## config.mk

```make
export PLATFORM = sky130hd
export DESIGN_NAME = multicycle_control
export DESIGN_NICKNAME = d
export VERILOG_FILES = /design/src/rtl/multicycle_control.sv
export SDC_FILE = /design/constraint.sdc
export NUM_CORES = 1
export LEC_CHECK = 0
export BUFFER_PORTS_ARGS = -buffer_cell sky130_fd_sc_hd__buf_4
export CAP_MARGIN = 30
export CORE_ASPECT_RATIO = 1.1
export CORE_MARGIN = 4
export CORE_UTILIZATION = 39
export DETAILED_ROUTE_END_ITERATION = 10
export GPL_TIMING_DRIVEN = 0
export PLACE_DENSITY = 0.71
export SYNTH_ARGS = -nofsm -noshare
export SYNTH_HDL_FRONTEND = slang
export SYNTH_SLANG_ARGS = --single-unit
```

## constraint.sdc

```tcl
create_clock -name clk -period 2.65 [get_ports clk]
set_clock_uncertainty 0.15 [all_clocks]
set_input_delay 0.265 -clock clk [delete_from_list [all_inputs] [get_ports clk]]
set_output_delay 0.265 -clock clk [all_outputs]
set_load 0.05 [all_outputs]
```

## src/rtl/multicycle_control.sv

```systemverilog
// multicycle_control: multi-cycle MIPS control FSM with mem_ready wait states and a timeout watchdog.
// Define MULTICYCLE_JAL_EN to decode opcode 0x03 as JAL (PC+4 written to $31 in JUMP).
module multicycle_control #(
   parameter int ALUOP_WIDTH = 3,
   parameter int MEM_TIMEOUT = 15
) (
   input  logic                   clk,
   input  logic                   reset,
   input  logic [5:0]             op,
   input  logic                   zero,
   input  logic                   mem_ready,
   output logic                   pc_write,
   output logic                   ir_write,
   output logic                   reg_write,
   output logic                   mem_read,
   output logic                   mem_write,
   output logic                   iord,
   output logic                   alu_src_a,
   output logic [1:0]             alu_src_b,
   output logic [1:0]             reg_dst,
   output logic [1:0]             mem_to_reg,
   output logic [1:0]             pc_source,
   output logic [ALUOP_WIDTH-1:0] alu_op,
   output logic [3:0]             state,
   output logic                   illegal_op,
   output logic                   timeout
);
   typedef enum logic [3:0] {
      FETCH = 4'd0, DECODE, MEM_ADDR, MEM_RD, MEM_WB, MEM_WR, EXEC_R, R_WB,
      EXEC_I, I_WB, BRANCH, JUMP, ERROR
   } stateT;
   localparam int CW = MEM_TIMEOUT > 1 ? $clog2(MEM_TIMEOUT + 1) : 1;
   stateT cur, nextState, decodeNext;
   logic [CW-1:0] waitCnt;
   logic isWait, expire, isJal;
   logic [2:0] aluFn;
`ifdef MULTICYCLE_JAL_EN
   assign isJal = op == 6'h03;
`else
   assign isJal = 1'b0;
`endif
   assign isWait = cur == FETCH || cur == MEM_RD || cur == MEM_WR;
   assign expire = MEM_TIMEOUT != 0 && isWait && !mem_ready && waitCnt == CW'(MEM_TIMEOUT - 1);
   always_comb begin
      decodeNext = FETCH;
      case (op)
         6'h00: decodeNext = EXEC_R;
         6'h23, 6'h2b: decodeNext = MEM_ADDR;
         6'h08, 6'h0c, 6'h0d, 6'h0f: decodeNext = EXEC_I;
         6'h04, 6'h05: decodeNext = BRANCH;
         6'h02: decodeNext = JUMP;
`ifdef MULTICYCLE_JAL_EN
         6'h03: decodeNext = JUMP;
`endif
         default: decodeNext = FETCH;
      endcase
   end
   always_comb begin
      nextState = FETCH;
      case (cur)
         FETCH: nextState = mem_ready ? DECODE : FETCH;
         DECODE: nextState = decodeNext;
         MEM_ADDR: nextState = op == 6'h23 ? MEM_RD : MEM_WR;
         MEM_RD: nextState = mem_ready ? MEM_WB : MEM_RD;
         MEM_WR: nextState = mem_ready ? FETCH : MEM_WR;
         EXEC_R: nextState = R_WB;
         EXEC_I: nextState = I_WB;
         ERROR: nextState = ERROR;
         default: nextState = FETCH;
      endcase
      if (expire) nextState = ERROR;
   end
   always_ff @(posedge clk) begin
      if (reset) begin
         cur <= FETCH;
         waitCnt <= '0;
         illegal_op <= 1'b0;
         timeout <= 1'b0;
      end else begin
         cur <= nextState;
         waitCnt <= isWait && !mem_ready ? waitCnt + 1'b1 : '0;
         illegal_op <= illegal_op | (cur == DECODE && decodeNext == FETCH);
         timeout <= timeout | expire;
      end
   end
   always_comb begin
      pc_write = 1'b0;
      ir_write = 1'b0;
      reg_write = 1'b0;
      mem_read = 1'b0;
      mem_write = 1'b0;
      iord = 1'b0;
      alu_src_a = 1'b0;
      alu_src_b = 2'b00;
      reg_dst = 2'b00;
      mem_to_reg = 2'b00;
      pc_source = 2'b00;
      aluFn = 3'b000;
      case (cur)
         FETCH: begin
            mem_read = 1'b1;
            alu_src_b = 2'b01;
            aluFn = 3'b010;
            ir_write = mem_ready;
            pc_write = mem_ready;
         end
         DECODE: begin
            alu_src_b = 2'b11;
            aluFn = 3'b010;
         end
         MEM_ADDR: begin
            alu_src_a = 1'b1;
            alu_src_b = 2'b10;
            aluFn = 3'b010;
         end
         MEM_RD: begin
            iord = 1'b1;
            mem_read = 1'b1;
         end
         MEM_WB: begin
            reg_write = 1'b1;
            mem_to_reg = 2'b01;
         end
         MEM_WR: begin
            iord = 1'b1;
            mem_write = 1'b1;
         end
         EXEC_R: begin
            alu_src_a = 1'b1;
            aluFn = 3'b111;
         end
         R_WB: begin
            reg_write = 1'b1;
            reg_dst = 2'b01;
         end
         EXEC_I: begin
            alu_src_a = 1'b1;
            alu_src_b = 2'b10;
            aluFn = op == 6'h08 ? 3'b110 : op == 6'h0c ? 3'b011 : op == 6'h0d ? 3'b101 : 3'b001;
         end
         I_WB: reg_write = 1'b1;
         BRANCH: begin
            alu_src_a = 1'b1;
            aluFn = 3'b100;
            pc_source = 2'b01;
            pc_write = op == 6'h04 ? zero : !zero;
         end
         JUMP: begin
            pc_source = 2'b10;
            pc_write = 1'b1;
            reg_write = isJal;
            reg_dst = isJal ? 2'b10 : 2'b00;
            mem_to_reg = isJal ? 2'b10 : 2'b00;
         end
         default: aluFn = 3'b000;
      endcase
      // reset aborts any in-flight instruction without a stray strobe
      if (reset) {pc_write, ir_write, reg_write, mem_read, mem_write} = 5'b0;
   end
   assign alu_op = ALUOP_WIDTH'(aluFn);
   assign state = cur;
endmodule
```

==> summary.txt, run 1 <==
Outcome
  • Outcome: finished, final reports clean

Global routing
  • GR Overflow Total: 0
  • Grt met2 use: 29.7%
  • First-pass GRT wire length: 4.26 mm
  • Vias in the first global route: 954
  • Most Used Layer, Global Route: met2
  • Tot GR Track Use: 17.5%
  • Met3 Usage GRT: 2.28%
  • Global routing usage on met1: 22.2%
  • Initial antenna violation count: 0
  • Pin count of the biggest net entering global routing: 11

Setup path
  • Worst Path Buf+Inv: 3
  • Worst R2R Setup Slack: 0.91 ns
  • Worst EP required: about 2.2 ns
  • Crit path launch type: flip-flop
  • Critical Path Max Stage Delay: 0.39 ns
  • Crit end category: output port
  • Crit path kind: flip-flop to output port
  • RR Startpoint: state[3]
  • Crit Path Max Fanout: 10
  • Cell family with most CP delay: buffers and inverters
  • Crit-path slowest cell: dfxtp_1
  • Crit path cell chain: buf_2 -> buf_1 -> a21oi_1 -> nor4_2 -> buf_4
  • Signal arrival time at the worst endpoint: 1.90 ns
  • Worst R2R End: state[2]
  • Reg2reg path depth: 6

Drt
  • Post-Route WL: between 2 and 2.5 mm
  • Vias post-DR: between 1k and 1.5k
  • Iter 0 DRT Violations: 17
  • DRC: 0
  • Wire per inst: 12.6 um
  • Antenna Nets Post-Route: 0
  • 1st-pass router iterations: 4
  • Avg Vias per Cell: 5.42

Timing
  • Tmin final: 2.32 ns
  • Setup violators final: 0
  • Peak Freq: between 400 and 500 MHz
  • RSZ-0062 raised after global routing: false
  • Final period utilization: 87.4%
  • Hold_ws: 0.180 ns
  • Final Max Tran Viols: 0
  • Final Hold Viols: 0

Clocking
  • # clock sinks: 10
  • CTS resizes: 0
  • CTS root buffer: clkbuf_4
  • H-tree depth: 1
  • Worst-Skew Late Latency: about 0.27 ns
  • Total CTS buffers: 3
  • CTS Buffer Depth: 2
  • Hold buffer count at CTS: 0
  • CTS clk-pin slew, worst paths: 0.06 ns
  • TritonCTS clock tree: built
  • Post-CTS Setup Repair Bufs: 0

Synth
  • Syn avg cell area: 6.85 sq um
  • Primary FF master, synth: dfxtp_1
  • Cells after Synth: ~130
  • Area leader, netlist: dfxtp_1
  • Synth warn: 0
  • Post-synth EDFFs: 0
  • Share of the synthesized area in the top cell type: 21.8%
  • Async S/R FF share, synth: 0%
  • Post-synthesis cell type count: 40
  • Register area share after synthesis: 21.8%
  • Synth area leaders: dfxtp_1, a21oi_1, nor2_1
  • Post-Synthesis Cell Area: 918 sq um
  • Flops & latches, synth: 10

Worst hold path
  • Worst Min Path Start: op[4]
  • Hold Path Depth: 3
  • HP Class: input port to flip-flop
  • Hold Path Sink: state[1]

Die
  • Starting Density: 40.8%
  • Chip Width: about 54 um
  • I/O pin cnt: 34
  • Core ar.: 2250 sq um
  • Die area: between 3000 and 4000 sq um
  • Num rows: 18
  • Die Height: between 50 and 60 um

Power and ir drop
  • Logic pwr share: roughly 33%
  • Switching share of power: 34.7%
  • Pwr dens: 362 nW/um^2
  • VDD IR-drop max: 0.000247 V
  • Leakage: 0.507 nW
  • P_int: 288 uW
  • Clock share of power: 31.2%
  • Seq pwr share: 36.1%
  • NetSw: 153 uW

Cells and area
  • Final layout net count: 179
  • Fin cells: 196
  • Area delta synth->final: 32.6%
  • Commonest non-fill, non-tap cell in the layout: buf_4
  • Antenna cell count: 0
  • Fraction of layout cells with a size suffix above 1: 27.7%
  • Most frequent cells in the layout: buf_4, nor2_1, a21oi_1

Job
  • Max-cap viol count: 0

Placement
  • GPL Wtd Cong: 0.842
  • Placed Cells: 192
  • HPWL Detailed: 1.95 mm
  • Port buffer count: 27
per-stage QoR:
stage / util (%) / power [mW] / setup slack, ns / TNS, ns / cell area (sq um)
after floorplan: - / 0.269 / -0.0643 / -0.0643 / 941
after global placement: 52.4 / 0.304 / 0.710 / 0 / 1180
after detailed placement: 52.4 / 0.306 / 0.651 / 0 / 1180
after CTS: 54.1 / 0.446 / 0.356 / 0 / 1220
after global routing: 54.1 / 0.470 / 0.134 / 0 / 1220
final: 54.1 / 0.441 / 0.334 / 0 / 1220
metal layers:
metal	share of wire [%]	vias to the layer above	wire length (um)
li1	-	538	-
met1	41	489	1010
met2	52	33	1280
met3	6.3	3	157
met4	0.93	0	23
met5	0	-	0
registers in the layout, summed over array words and instances, names as in the netlist:
register    flops
illegal_op      1
waitCnt         4
state           4
timeout         1
power by group through the flow:
stage               logic, mW  registers (mW)  clock network [mW]
floorplan              0.0960           0.173                   0
global placement        0.141           0.162                   0
detailed placement      0.144           0.163                   0
CTS                     0.144           0.159               0.142
global route            0.157           0.160               0.154
finish                  0.144           0.159               0.138
cells by family (layout without fill, tap and decap cells):
family	Yosys count	after routing	share of synthesized area, %
simple gates	57	57	33.2
xor+xnor	6	6	5.72
compound gates	38	38	25.5
buf+inv	20	51	10.6
flops	10	10	21.8
other cells	1	2	0.408
fa+ha+maj	2	2	2.72
worst register-to-register path, cell delays in order, from the launching register on:
cell and delay, ns:
dfxtp_1 0.43, buf_2 0.26, nor3b_1 0.43, nand2_1 0.09
o21ai_0 0.11, a311oi_1 0.09, o22ai_1 0.12
worst max path at each step:
stage / start / cells past startpoint / slack [ns] / to
floorplan: state[1] / 4 / -0.06 / pc_write
global placement: state[0] / 6 / 0.71 / pc_write
detailed placement: state[1] / 5 / 0.65 / pc_write
CTS: state[1] / 5 / 0.36 / pc_write
global route: state[1] / 5 / 0.13 / pc_write
finish: state[1] / 5 / 0.33 / pc_write
synth_stat cells (2+ instances only):
master	n
nand3_1	8
o22ai_1	4
clkbuf_1	4
nand2b_1	3
ha_1	2
buf_2	6
nor3_1	7
o21a_1	3
a21oi_1	14
inv_1	6
dfxtp_1	10
nand2_1	6
nor4_1	5
a31oi_1	2
xor2_1	5
o21ai_0	5
o21bai_1	3
nor4b_1	2
buf_4	2
nor2_1	17
layout make-up:
type | count | area [sq um]
buffer | 14 | 75.1
clock buffer | 4 | 36.3
fill | 234 | 1030
inverter | 6 | 22.5
multi-input combinational | 105 | 643
sequential | 10 | 200
tap | 30 | 37.5
timing repair buffer | 27 | 203
Power figures use the tool's default switching activity.
==> inputs of run 2 (changes only) <==
--- a/config.mk
+++ b/config.mk
@@ -13,6 +13,7 @@
 export DETAILED_ROUTE_END_ITERATION = 10
 export GPL_TIMING_DRIVEN = 0
 export PLACE_DENSITY = 0.71
+export REMOVE_ABC_BUFFERS = 1
 export SYNTH_ARGS = -nofsm -noshare
 export SYNTH_HDL_FRONTEND = slang
 export SYNTH_SLANG_ARGS = --single-unit
==> run 2 against run 1 <==
  * Die area unchanged
  * Flip-flop and latch count unchanged
  * Worst hold slack worse by 0.033 ns
  * Via count down 7.2%
  * Routed wire length down 4.9%
  * Critical endpoint is now reg_write
  * Core utilization down 2.8 points
  * Clock power down 4%
==> summary.txt, run 2 (synthesis gave the netlist of run 1 again) <==
Power and ir drop
  • Leakage: 0.473 nW (-6.8%)
  • VDD IR-drop max: 0.000334 V (+35%)
  • Pwr dens: 371 nW/um^2 (+2.3%)

Setup path
  • Signal arrival time at the worst endpoint: 1.95 ns (+0.05 ns)
  • Crit end category: output port
  • Crit path launch type: flip-flop
  • Crit Path Max Fanout: 23 (+13)
  • Crit path kind: flip-flop to output port
  • Worst EP required: 2.24 ns (about the same)

Global routing
  • Met3 Usage GRT: 1.77% (-0.51 points)
  • First-pass GRT wire length: 3.81 mm (-11%)
  • Pin count of the biggest net entering global routing: 24 (+13)
  • Vias in the first global route: 851 (-11%)
  • Most Used Layer, Global Route: met2
  • GR Overflow Total: 0 (unchanged)
  • Tot GR Track Use: 15.3% (-2.2 points)
  • Initial antenna violation count: 0 (unchanged)
  • Grt met2 use: 26.5% (-3.2 points)
  • Global routing usage on met1: 20.1% (-2.2 points)

Placement
  • HPWL Detailed: 1.74 mm (-10%)
  • Port buffer count: 31 (+15%)
  • GPL Wtd Cong: 0.786 (-6.6%)
  • Area post-placement: 1120 sq um (-5.4%)

Cells and area
  • Register area: 200 sq um (unchanged)
  • Most frequent cells in the layout: buf_4, nor2_1, a21oi_1
  • Area delta synth->final: 25.6%
  • Layout Utilization: 51.2% (-2.8 points)
  • Fraction of layout cells with a size suffix above 1: 24.4% (-3.4 points)
  • Multi-input gate area: 624 sq um (-2.9%)
  • Final layout net count: 169 (-5.6%)
  • Commonest non-fill, non-tap cell in the layout: buf_4
  • Antenna cell count: 0 (unchanged)
  • # fillers: 235 (+0.43%)
  • Fin area: 1150 sq um (-5.2%)

Outcome
  • Outcome: finished, final reports clean

Clocking
  • TritonCTS clock tree: built
  • CTS Buffer Depth: 2 (unchanged)
  • Worst-Skew Late Latency: 0.25 ns (-0.02 ns)
  • Hold buffer count at CTS: 0 (unchanged)
  • CTS root buffer: clkbuf_4
  • Total CTS buffers: 3 (unchanged)
  • # clock sinks: 10 (unchanged)
  • CTS clk-pin slew, worst paths: 0.07 ns (about the same)
  • CTS resizes: 0 (unchanged)
  • Post-CTS Setup Repair Bufs: 0 (unchanged)
  • H-tree depth: 1 (unchanged)

Timing
  • Worst slew pin tran: a little over 0.7 ns
  • Rel. slew slack: 51.4%
  • RSZ-0062 raised after global routing: false
  • Peak Freq: 422 MHz (-2.3%)
  • Final Hold Viols: 0 (unchanged)
  • Setup_tns: 0 ns (unchanged)
  • Tmin final: 2.37 ns (+0.0534 ns)
  • Final Max Tran Viols: 0 (unchanged)
  • Final period utilization: 89.4% (+2.0 points)
  • Hold_ws: 0.147 ns (-0.0329 ns)
  • Setup violators final: 0 (unchanged)

Drt
  • 1st-pass router iterations: 4 (unchanged)
  • Post-Route WL: 2.36 mm (-4.9%)
  • Wire per inst: 12.7 um (+0.19%)
  • Antenna Nets Post-Route: 0 (unchanged)
  • Avg Vias per Cell: 5.30 (-2.3%)
  • Iter 0 DRT Violations: 17 (unchanged)
  • DRC: 0 (unchanged)
  • Vias post-DR: 986 (-7.2%)

Die
  • Die Height: 58.9 um (unchanged)
  • Chip Width: 54.3 um (unchanged)
  • Die area: 3200 sq um (unchanged)
  • Starting Density: 40.8% (unchanged)
  • Core ar.: 2250 sq um (unchanged)
  • I/O pin cnt: 34 (unchanged)
  • Num rows: 18 (unchanged)

Job
  • Max-cap viol count: 0 (unchanged)

Worst hold path
  • HP Class: input port to flip-flop
==> run 2: cell count changes in the layout (fill, tap and decap cells not counted), sizes merged <==
cell	change
buf	-6
clkbuf	-4
==> run 2: power by group <==
group / leakage, nW / internal (mW) / switching, mW
combinational: 0.371 / 0.0451 / 0.0841
sequential: 0.0812 / 0.155 / 0.0117
clock: 0.0210 / 0.0832 / 0.0487
==> run 2: area by class of cell <==
cell class | instances | area share, %
Sequential cell | 10 | 17.4
Multi-Input combinational cell | 105 | 54.1
Timing Repair Buffer | 31 | 20.2
Clock buffer | 4 | 3.15
Tap cell | 30 | 3.25
Inverter | 6 | 1.95
==> run 2: per-stage QoR <==
step	setup slack (ns)	std cells	power [mW]
2_1_floorplan	-0.588	121	0.253
3_3_place_gp	0.601	182	0.296
3_5_place_dp	0.573	182	0.299
4_1_cts	0.296	186	0.429
5_1_grt	0.0927	186	0.449
6_report	0.280	186	0.428
==> run 2: final timing paths <==
path / to / start / cells past startpoint / slack, ns
min reg2reg: waitCnt[0] / waitCnt[0] / 1 / 0.32
min: timeout / reset / 2 / 0.15
max reg2reg: state[2] / state[0] / 5 / 0.59
max: reg_write / state[1] / 5 / 0.28
==> run 2: worst max-delay path: stages (launching register included) <==
cell and delay (ns):
dfxtp_1 0.79, nand2b_4 0.30, nand2_1 0.12, o22a_1 0.20
nor2_1 0.08, buf_4 0.20
==> run 2: metal layers <==
| layer | vias to the layer above | share of wire, % |
|---|---|---|
| li1 | 518 | - |
| met1 | 443 | 46 |
| met2 | 25 | 47 |
| met3 | 0 | 6.4 |
| met4 | 0 | 0 |
| met5 | - | 0 |
==> inputs of run 3 (changes only) <==
--- a/config.mk
+++ b/config.mk
@@ -7,13 +7,13 @@
 export LEC_CHECK = 0
 export BUFFER_PORTS_ARGS = -buffer_cell sky130_fd_sc_hd__buf_4
 export CAP_MARGIN = 30
-export CORE_ASPECT_RATIO = 1.1
 export CORE_MARGIN = 4
 export CORE_UTILIZATION = 39
 export DETAILED_ROUTE_END_ITERATION = 10
 export GPL_TIMING_DRIVEN = 0
 export PLACE_DENSITY = 0.71
 export REMOVE_ABC_BUFFERS = 1
+export SKIP_LAST_GASP = 1
 export SYNTH_ARGS = -nofsm -noshare
 export SYNTH_HDL_FRONTEND = slang
 export SYNTH_SLANG_ARGS = --single-unit
==> run 3 against run 2 <==
  * Sequential share of layout area hardly changed
  * Total power is 0.77% higher
  * Worst setup slack worse by 0.047 ns
  * Global-route usage is 0.25 points lower
  * Core utilization is 0.32 points higher
  * Flip-flop and latch count stayed put
  * Largest cell class unchanged
  * Largest power group unchanged
==> summary.txt, run 3 (synthesis gave the netlist of run 1 again) <==
Outcome
  • Outcome: finished, final reports clean

Timing
  • Worst slew pin tran: 0.747 ns (+0.0198 ns)
  • Setup ws final: 0.233 ns (-0.0475 ns)
  • Final Hold Viols: 0 (unchanged)
  • Peak Freq: 414 MHz (-2.0%)
  • Setup_tns: 0 ns (unchanged)
  • Setup violators final: 0 (unchanged)
  • Final period utilization: 91.2% (+1.8 points)
  • Final Max Tran Viols: 0 (unchanged)
  • RSZ-0062 raised after global routing: false
  • Hold_ws: 0.123 ns (-0.0236 ns)
  • Rel. slew slack: 50.1% (-1.3 points)
  • Tmin final: 2.42 ns (+0.0475 ns)

Setup path
  • Crit path launch type: flip-flop
  • Critical Path Max Stage Delay: 0.80 ns (about the same)
  • Crit-path slowest cell: dfxtp_1
  • Worst EP required: 2.24 ns (about the same)
  • Cell family with most CP delay: flip-flops
  • Crit path kind: flip-flop to output port
  • Crit end category: output port
  • Signal arrival time at the worst endpoint: 2.00 ns (+0.05 ns)
  • Crit Path Max Fanout: 21 (-8.7%)
  • Worst Path Buf+Inv: 1 (unchanged)
  • Crit path cell chain: nand2b_1 -> nand2_1 -> o22a_1 -> nor2_1 -> buf_4

Clocking
  • CTS clk-pin slew, worst paths: 0.07 ns (about the same)
  • H-tree depth: 1 (unchanged)
  • Post-CTS Setup Repair Bufs: 0 (unchanged)
  • TritonCTS clock tree: built
  • CTS root buffer: clkbuf_4
  • # clock sinks: 10 (unchanged)
  • CTS resizes: 0 (unchanged)
  • Worst-Skew Late Latency: 0.26 ns (about the same)
  • CTS Buffer Depth: 2 (unchanged)
  • Hold buffer count at CTS: 0 (unchanged)
  • Total CTS buffers: 3 (unchanged)

Power and ir drop
  • NetSw: 148 uW (+2.1%)
  • Switching share of power: 34.2% (+0.46 points)
  • Clock share of power: 31.1% (+0.3 points)
  • Leakage: 0.473 nW (unchanged)
  • VDD IR-drop max: 0.000618 V (+85%)
  • Pwr dens: 374 nW/um^2 (+0.99%)
  • Design Power: 431 uW (+0.77%)
  • P_int: 283 uW (about the same)
  • Seq pwr share: 38.7% (-0.2 points)
  • Logic pwr share: 30.1% (about the same)

Die
  • Num rows: 17 (-1)
  • Starting Density: 41.1% (+0.34 points)
  • I/O pin cnt: 34 (unchanged)
  • Core ar.: 2230 sq um (-0.83%)
  • Chip Width: 56.5 um (+4.2%)
  • Die Height: 56.5 um (-4.0%)
  • Die area: 3200 sq um (about the same)

Cells and area
  • Multi-input gate area: 624 sq um (unchanged)
  • Final layout net count: 169 (unchanged)
  • Fin area: 1150 sq um (-0.22%)
  • # fillers: 230 (-2.1%)
  • Register area: 200 sq um (unchanged)
  • Most frequent cells in the layout: buf_4, nor2_1, a21oi_1
  • Area delta synth->final: 25.3%
  • Antenna cell count: 0 (unchanged)
  • Commonest non-fill, non-tap cell in the layout: buf_4
  • Fraction of layout cells with a size suffix above 1: 24.4% (unchanged)

Drt
  • Wire per inst: 13.2 um (+4.1%)
  • Vias post-DR: 1039 (+5.4%)
  • Post-Route WL: 2.43 mm (+3.0%)
  • DRC: 0 (unchanged)
  • Antenna Nets Post-Route: 0 (unchanged)
  • 1st-pass router iterations: 4 (unchanged)
  • Avg Vias per Cell: 5.65 (+6.5%)
  • Iter 0 DRT Violations: 20 (+3)

Global routing
  • Pin count of the biggest net entering global routing: 24 (unchanged)
  • First-pass GRT wire length: 3.99 mm (+4.7%)
  • Vias in the first global route: 899 (+5.6%)
  • GR Overflow Total: 0 (unchanged)
  • Initial antenna violation count: 0 (unchanged)
  • Tot GR Track Use: 15.1% (-0.25 points)

Placement
  • Pre-CTS setup slack: 0.555 ns (-0.0178 ns)
  • HPWL Detailed: 1.82 mm (+4.1%)
  • Area post-placement: 1110 sq um (-0.22%)
  • Port buffer count: 31 (unchanged)
  • GPL Wtd Cong: 0.840 (+6.9%)

Job
  • Max-cap viol count: 0 (unchanged)

Worst hold path
  • HP Class: input port to flip-flop
==> run 3: cell counts in the layout (fill, tap and decap cells not counted) <==
Identical to the previous run, type by type.
==> run 3: power groups by stage <==
stage / clock (mW) / combinational (mW) / sequential, mW
3_5_place_dp: 0 / 0.129 / 0.170
6_report: 0.134 / 0.130 / 0.167
2_1_floorplan: 0 / 0.0748 / 0.178
5_1_grt: 0.154 / 0.140 / 0.168
4_1_cts: 0.139 / 0.130 / 0.166
3_3_place_gp: 0 / 0.127 / 0.170
==> run 3: layout make-up <==
cell class	count	area share (%)
Inverter	6	1.96
Multi-Input combinational cell	105	54.2
Sequential cell	10	17.4
Clock buffer	4	3.15
Tap cell	28	3.04
Timing Repair Buffer	31	20.2
==> run 3: worst register-to-register path: stages (launching register included) <==
cell,delay (ns)
dfxtp_1,0.80
nand2b_4,0.14
or3_4,0.37
nor3_1,0.27
a311oi_1,0.16
o22ai_1,0.12
==> run 3: worst paths after layout <==
| kind | endpoint | slack (ns) | start | cells past startpoint |
|---|---|---|---|---|
| min reg2reg | waitCnt[0] | 0.31 | waitCnt[0] | 1 |
| min | timeout | 0.12 | reset | 2 |
| max reg2reg | state[2] | 0.57 | state[0] | 5 |
| max | reg_write | 0.23 | state[0] | 5 |
==> run 3: metrics by stage <==
stage	utilization (%)	instances
final	51.5	184
after global routing	51.5	184
after CTS	51.5	184
after detailed placement	49.9	180
after global placement	49.9	180
after floorplan	-	121
==> run 3: routing by layer <==
layer	vias up	GRT usage (%)	wire, um
li1	523	-	-
met1	493	20.1	1130
met2	23	24.9	1190
met3	0	4.37	106
met4	0	1.02	0
met5	-	0	0
